--- src/rtl/bus_grant_enc16.sv ---
`default_nettype none
// ============================================================================
// bus_grant_enc16 : round-robin 16-to-4 bus grant encoder with hold timer
//                   and a forced one-cycle turnaround between owners.
// Revision        : 1.0
// ============================================================================
module bus_grant_enc16 #(
   parameter int N_REQ    = 16,
   parameter int IDX_W    = 4,
   parameter int HOLD_MAX = 8
) (
   input  logic             clk,
   input  logic             rst_n,
   input  logic [N_REQ-1:0] req,
   input  logic             done,
   output logic [IDX_W-1:0] grant_idx,
   output logic             grant_valid,
   output logic             timeout
);

   typedef enum logic [1:0] {
      IDLE  = 2'd0,
      GRANT = 2'd1,
      TURN  = 2'd2
   } state_t;

   localparam logic [7:0] HOLD_LIM = 8'(HOLD_MAX);
   localparam logic       HOLD_EN  = (HOLD_MAX != 0);

   state_t           state;
   state_t           state_nxt;
   logic [IDX_W-1:0] ptr;
   logic [IDX_W-1:0] ptr_nxt;
   logic [IDX_W-1:0] idx_nxt;
   logic [IDX_W-1:0] pick;
   logic [IDX_W-1:0] cand;
   logic             pick_found;
   logic [7:0]       hold_cnt;
   logic [7:0]       hold_nxt;
   logic             gv_nxt;
   logic             to_nxt;
   logic             rel_done;
   logic             rel_drop;
   logic             rel_limit;
   logic             release_now;

   // First set request starting at ptr, wrapping naturally through the index width.
   always_comb begin
      pick       = ptr;
      pick_found = 1'b0;
      cand       = '0;
      for (int k = 0; k < N_REQ; k++) begin
         cand = ptr + IDX_W'(k);
         if (!pick_found && req[cand]) begin
            pick       = cand;
            pick_found = 1'b1;
         end
      end
   end

   assign rel_done    = done;
   assign rel_drop    = !req[grant_idx];
   assign rel_limit   = HOLD_EN && (hold_cnt == HOLD_LIM);
   assign release_now = rel_done || rel_drop || rel_limit;

   always_comb begin
      state_nxt = state;
      ptr_nxt   = ptr;
      idx_nxt   = grant_idx;
      hold_nxt  = hold_cnt;
      gv_nxt    = grant_valid;
      to_nxt    = 1'b0;
      case (state)
         IDLE: begin
            gv_nxt = 1'b0;
            if (pick_found) begin
               idx_nxt   = pick;
               gv_nxt    = 1'b1;
               hold_nxt  = 8'd1;
               state_nxt = GRANT;
            end
         end
         GRANT: begin
            if (release_now) begin
               gv_nxt    = 1'b0;
               state_nxt = TURN;
               ptr_nxt   = grant_idx + IDX_W'(1);
               // Timeout flags only a purely timer-driven release.
               to_nxt    = rel_limit && !rel_done && !rel_drop;
            end else if (hold_cnt != 8'hFF) begin
               hold_nxt = hold_cnt + 8'd1;
            end
         end
         TURN: begin
            gv_nxt    = 1'b0;
            state_nxt = IDLE;
         end
         default: begin
            gv_nxt    = 1'b0;
            state_nxt = IDLE;
         end
      endcase
   end

   always_ff @(posedge clk) begin
      if (!rst_n) begin
         state       <= IDLE;
         ptr         <= '0;
         grant_idx   <= '0;
         hold_cnt    <= 8'd0;
         grant_valid <= 1'b0;
         timeout     <= 1'b0;
      end else begin
         state       <= state_nxt;
         ptr         <= ptr_nxt;
         grant_idx   <= idx_nxt;
         hold_cnt    <= hold_nxt;
         grant_valid <= gv_nxt;
         timeout     <= to_nxt;
      end
   end

endmodule
`default_nettype wire

--- config.mk ---
export PLATFORM = sky130hd
export DESIGN_NAME = bus_grant_enc16
export DESIGN_NICKNAME = d
export VERILOG_FILES = /design/src/rtl/bus_grant_enc16.sv
export SDC_FILE = /design/constraint.sdc
export NUM_CORES = 1
export LEC_CHECK = 0
export ABC_AREA = 1
export ABC_CLOCK_PERIOD_IN_PS = 8400
export CORE_MARGIN = 5
export CORE_UTILIZATION = 29
export DETAILED_ROUTE_END_ITERATION = 10
export GPL_TIMING_DRIVEN = 0
export PLACE_DENSITY = 0.54
export SYNTH_ARGS = -nofsm -noshare
export SYNTH_HDL_FRONTEND = slang
export SYNTH_SLANG_ARGS = --single-unit
--- constraint.sdc ---
create_clock -name clk -period 8.4 [get_ports clk]
set_clock_uncertainty 0.05 [all_clocks]
set_input_delay 1.26 -clock clk [delete_from_list [all_inputs] [get_ports clk]]
set_output_delay 1.26 -clock clk [all_outputs]
set_load 0.03 [all_outputs]
After elaboration in Yosys (flattened, before gate mapping)
Cells that the tools add are included.

storage, ports and cells
  register bits = 20
  input port bits = 19
  output and inout port bits = 6

cells by class
  muxes and demuxes = 75
  add/subtract/negate cells = 17
  reductions and logical operators = 43
  $lt $le $gt $ge = 17
  eq/ne operators = 7

operators by type and width
  operator                                                                      number
  4-bit by 5-bit less-than comparator with 1-bit output, second input constant  17
  1-bit binary-select mux with 4-bit select                                     17
  4-bit two-way mux                                                             15
  1-bit two-way mux                                                             35
  4-bit adder, second input constant                                            8
  8-bit two-way mux                                                             3
  1-bit logical AND                                                             17
  1-bit zero test                                                               17
  4-bit by 3-bit adder with 4-bit output, second input constant                 4
  8-bit one-hot mux with 2 select lines                                         1
  4-bit by 1-bit adder with 4-bit output, second input constant                 2
  4-bit by 2-bit adder with 4-bit output, second input constant                 2
  8-bit by 1-bit adder with 8-bit output, second input constant                 1
  8-bit by 4-bit == test with 1-bit output, second input constant               1
  2-bit inequality test, second input constant                                  4
  8-bit inequality test, second input constant                                  1
  2-bit AND reduction                                                           3
  2-bit two-way mux                                                             2
  2-bit one-hot mux with 2 select lines                                         1
  4-bit AND reduction                                                           1
  3-bit AND reduction                                                           1
  2-bit by 1-bit == test with 1-bit output, second input constant               1
  2-bit zero test                                                               1
  1-bit logical OR                                                              2
  2 further kinds                                                               2

Longest topological paths before layout
  depth in word-level cells = 50
  depth in mapped cells = 32

Least setup slack after synthesis
OpenSTA, ideal clock, no wires.

  kind = input to register
  start point = in req[11]
  end point = reg grant_idx[0]
  library setup time = 0.113 ns
  data arrival time = 3.391 ns
  path slack = 4.846 ns
  required time = 8.237 ns
  cell stages on the path = 21
  cells stage by stage = nand2_1 > nand3_1 > nand3_1 > nand3_1 > nand2_1 > nand3_4 > nor3_4 > nand3_2 > nor2_2 > nand3_2 > nor2_4 > nand3_2 > inv_2 > nand2_2 > nor2_4 > inv_2 > nor2_2 > nor2_1 > xor2_1 > o21ai_1 > inv_1

on the way
  word-level cells in the longest chain between the ends = 49
  elaborated cells on any way between the ends = 94

ends and longest elaborated chain
  what                                       RTL line  source
  start, declared                            14        input logic [N_REQ-1:0] req,
  1-bit binary-select mux with 4-bit select  54        if (!pick_found && req[cand]) begin
  1-bit two-way mux (implied by the code)    54
  1-bit two-way mux                          54
  1-bit zero test                            54
  1-bit logical AND                          54
  1-bit two-way mux                          54
  1-bit zero test                            54
  1-bit logical AND                          54
  (+33 left out)                             --
  1-bit two-way mux                          54
  1-bit zero test                            54
  1-bit logical AND                          54
  1-bit two-way mux                          54
  1-bit zero test                            54
  1-bit logical AND                          54
  1-bit two-way mux                          54
  2-bit AND reduction (no line)              --
  end signal, assigned                       116       grant_idx <= idx_nxt;
  end, declared                              16        output logic [IDX_W-1:0] grant_idx,

Parallel ways exist; a longest one is shown, timed or not. The select of a mux whose other input is x is not followed.
A chain may end at the register's enable or synchronous reset.

Worst setup path after layout
  start point = in req[3]
  end point = reg grant_idx[0]

Same word-level chain as after synthesis.

==> out/results.ini <==
[status]
outcome=completed

[worst_hold_path]
min_path_type=flip-flop to flip-flop

[floorplanning]
die_w_um=109
die_h_um=109
start_util=0.294
io_pins=25
die_area_um2=11800
rows=36
coreArea_um2=9640

[worst_setup_path]
start_kind=input port
r2r_slack_ns=4.34
end_kind=flip-flop
max_stage_delay_ns=0.47
crit_fanout=6
crit_chain=clkdlybuf4s50_1, nand2_1, nand3_1, nand3_1, nand3_1, nand2_1, nand3_4, nor3_4, nand3_2, nor2_2, nand3_2, nor2_4, nand3_2, inv_2, nand2_2, nor2_4, inv_2, nor2_2, nor2_1, xor2_1, o21ai_1, inv_1
cpMaxStageDelayCell=clkdlybuf4s50_1
worstSetupPathType=input port to flip-flop
worstPathArrival_ns=4.30
worstPathRequired_ns=8.50

[clock_tree]
cts_made_buffers=3
cts_sinks=20
cts_setup_buffers=0
cts_buffer_depth=2
clockRootBuffer=clkbuf_8
path_clk_slew_ns=0.07
cts.repair.resized=0
ctsHtreeMaxLevel=1
clock_latency_ns=0.25
cts_tree=built
cts_hold_buf=0

[yosys]
synth_mux_area_frac=0
syn_inst=509
avgSynthCellArea_um2=5.57
synth-seq-cells=20
synth_top_family_by_area=simple AND/OR/NAND/NOR gates
synth_xor_area_frac=0.0526
synth_fa_ha_area_frac=0.0442
synth-edff-count=0
synth_compound_area_frac=0.145
synthArstFlopShare=0
synth_ff_type=dfxtp_1
seq_area_frac_synth=0.141
yosysUniqueCellTypes=39
synthSimpleGateAreaFrac=0.505
yosys_warnings=0
synth_area_um2=2830
syn_nets=538

[route]
routed_wl_mm=8.89
drc=0
avgViaCountPerCell=4.93
drtPass1Iterations=5
drtIter0Drc=167
wl_per_cell_um=13.3
drtAntennaViolNets=0
vias=3297

[global_route]
grtUsageTotal=0.157
grt-ovfl-total=0
grt_pass1_vias=3058
grt_max_degree=14
grt_pass1_wl_mm=15.1
antenna_found_initial=0

[place]
dpl_cell_area_um2=3240
post-place-ws_ns=3.92
dp_cells=666
gp_congestion=0.871
portBuffers=24
dp_hpwl_mm=7.43

[final_layout]
regArea_um2=400
multiInputGateArea_um2=2120
post-route-util=0.340
fin_nets=567
fillCellCount=1103
diodes=0
fin_area_um2=3280
synthToLayoutAreaGrowth_pct=15.8
layout.cells.non_filler=669
drive_gt1_frac=0.0802

[sta]
final-setup-viol-count=0
fin_setup_tns_ns=0
tightest_slew_ns=0.668
rsz0062_at_grt=false
maxSlewViolCount=0
min_period_over_period=0.500
setup_ws_ns=4.20
maxSlewHeadroom=0.553
timing.final.crit_period_ns=4.20
fmax_mhz=238
finalHoldViolCount=0

[power]
ir_drop_mv=0.170
leakage_nw=1.53
p_per_area_nw_per_um2=337

[flow_run]
max_cap_viol_count=0

-- metal layers --
layer / track usage / wire length (um) / vias up
li1: - / - / 1729
met4: 0.0361 / 115 / 0
met3: 0.00947 / 303 / 10
met2: 0.263 / 4070 / 70
met5: 0 / 0 / -
met1: 0.222 / 4400 / 1488
-- worst max-delay path: cells and delay by family --
| family | cells | cell delay, ns |
|---|---|---|
| AOI/OAI and AO/OA | 1 | 0.12 |
| buffers and inverters | 4 | 0.65 |
| and+or+nand+nor | 16 | 2.11 |
| xor gates and xnor gates | 1 | 0.15 |
-- synth_stat cells, types with 2 or more instances --
cell type | number | share of area
nand2_1 | 148 | 0.20
nand3_1 | 84 | 0.15
inv_1 | 53 | 0.070
nor2_1 | 49 | 0.065
o21ai_0 | 30 | 0.053
a21oi_1 | 25 | 0.044
dfxtp_1 | 20 | 0.14
ha_1 | 10 | 0.044
inv_2 | 10 | 0.013
xor2_1 | 9 | 0.028
nor3_1 | 8 | 0.014
nand4_1 | 7 | 0.015
buf_2 | 6 | 0.011
nand2_2 | 4 | 0.0088
o211ai_1 | 4 | 0.011
buf_4 | 3 | 0.0079
clkbuf_1 | 3 | 0.0040
nand3_2 | 3 | 0.011
nand3_4 | 3 | 0.019
nor2_4 | 3 | 0.012
xnor2_1 | 3 | 0.0093
a31oi_1 | 2 | 0.0044
nor2_2 | 2 | 0.0044
o21a_1 | 2 | 0.0053
o21ai_1 | 2 | 0.0035
o221ai_1 | 2 | 0.0062
o22ai_1 | 2 | 0.0044
-- flip-flops by register name (all words and copies together) (netlist names) --
register	count
hold_cnt	8
ptr	4
timeout	1
state	2
grant_valid	1
grant_idx	4
-- cell families after synthesis --
logic type	count (synthesis)
AO/OA/AOI/OAI	74
buffers and inverters	77
flip-flops	20
AND/OR/NAND/NOR	314
adder cells (fa/ha/maj)	10
XOR/XNOR	14
-- through the flow --
stage	total power, mW	hold WS, ns
floorplan	0.808	0.420
global placement	1.04	0.410
detailed placement	1.04	0.414
CTS	1.10	0.440
global route	1.24	0.452
finish	1.10	0.430
-- area by class of cell --
cell class              count  area share
multi-input cells         412       0.645
flip-flops and latches     20       0.122
repair buffers             24      0.0732
inverters                  64      0.0732
well taps                 133      0.0507
plain buffers              13      0.0229
clock buffers               3      0.0126
-- cell usage in the layout, fill, tap and decap left out, types with 6 or more instances in the layout --
cell type / synthesis / routed
nand4_1: 7 / 7
nor2_1: 49 / 49
nand2_1: 148 / 148
nor3_1: 8 / 8
inv_2: 10 / 10
clkdlybuf4s50_1: 0 / 24
nand3_1: 84 / 84
dfxtp_1: 20 / 20
ha_1: 10 / 10
xor2_1: 9 / 9
o21ai_0: 30 / 30
buf_2: 6 / 6
a21oi_1: 25 / 25
inv_1: 53 / 53
-- power by group --
| part | leakage, nW | switching, mW | total [mW] | internal (mW) |
|---|---|---|---|---|
| registers | 0.164 | 0.0166 | 0.129 | 0.113 |
| clock network | 0.0216 | 0.0295 | 0.0613 | 0.0319 |
| logic | 1.34 | 0.631 | 0.914 | 0.282 |
-- worst paths after layout --
check,endpoint,from,cells after the start
min,grant_valid$_SDFFE_PN0P_,grant_valid$_SDFFE_PN0P_,1
max,grant_idx[0]$_SDFFE_PN0P_,req[3],22
max reg2reg,grant_idx[0]$_SDFFE_PN0P_,ptr[1]$_SDFFE_PN0P_,25
min reg2reg,grant_valid$_SDFFE_PN0P_,grant_valid$_SDFFE_PN0P_,1
Note: power is estimated with default switching activity, not from simulation.
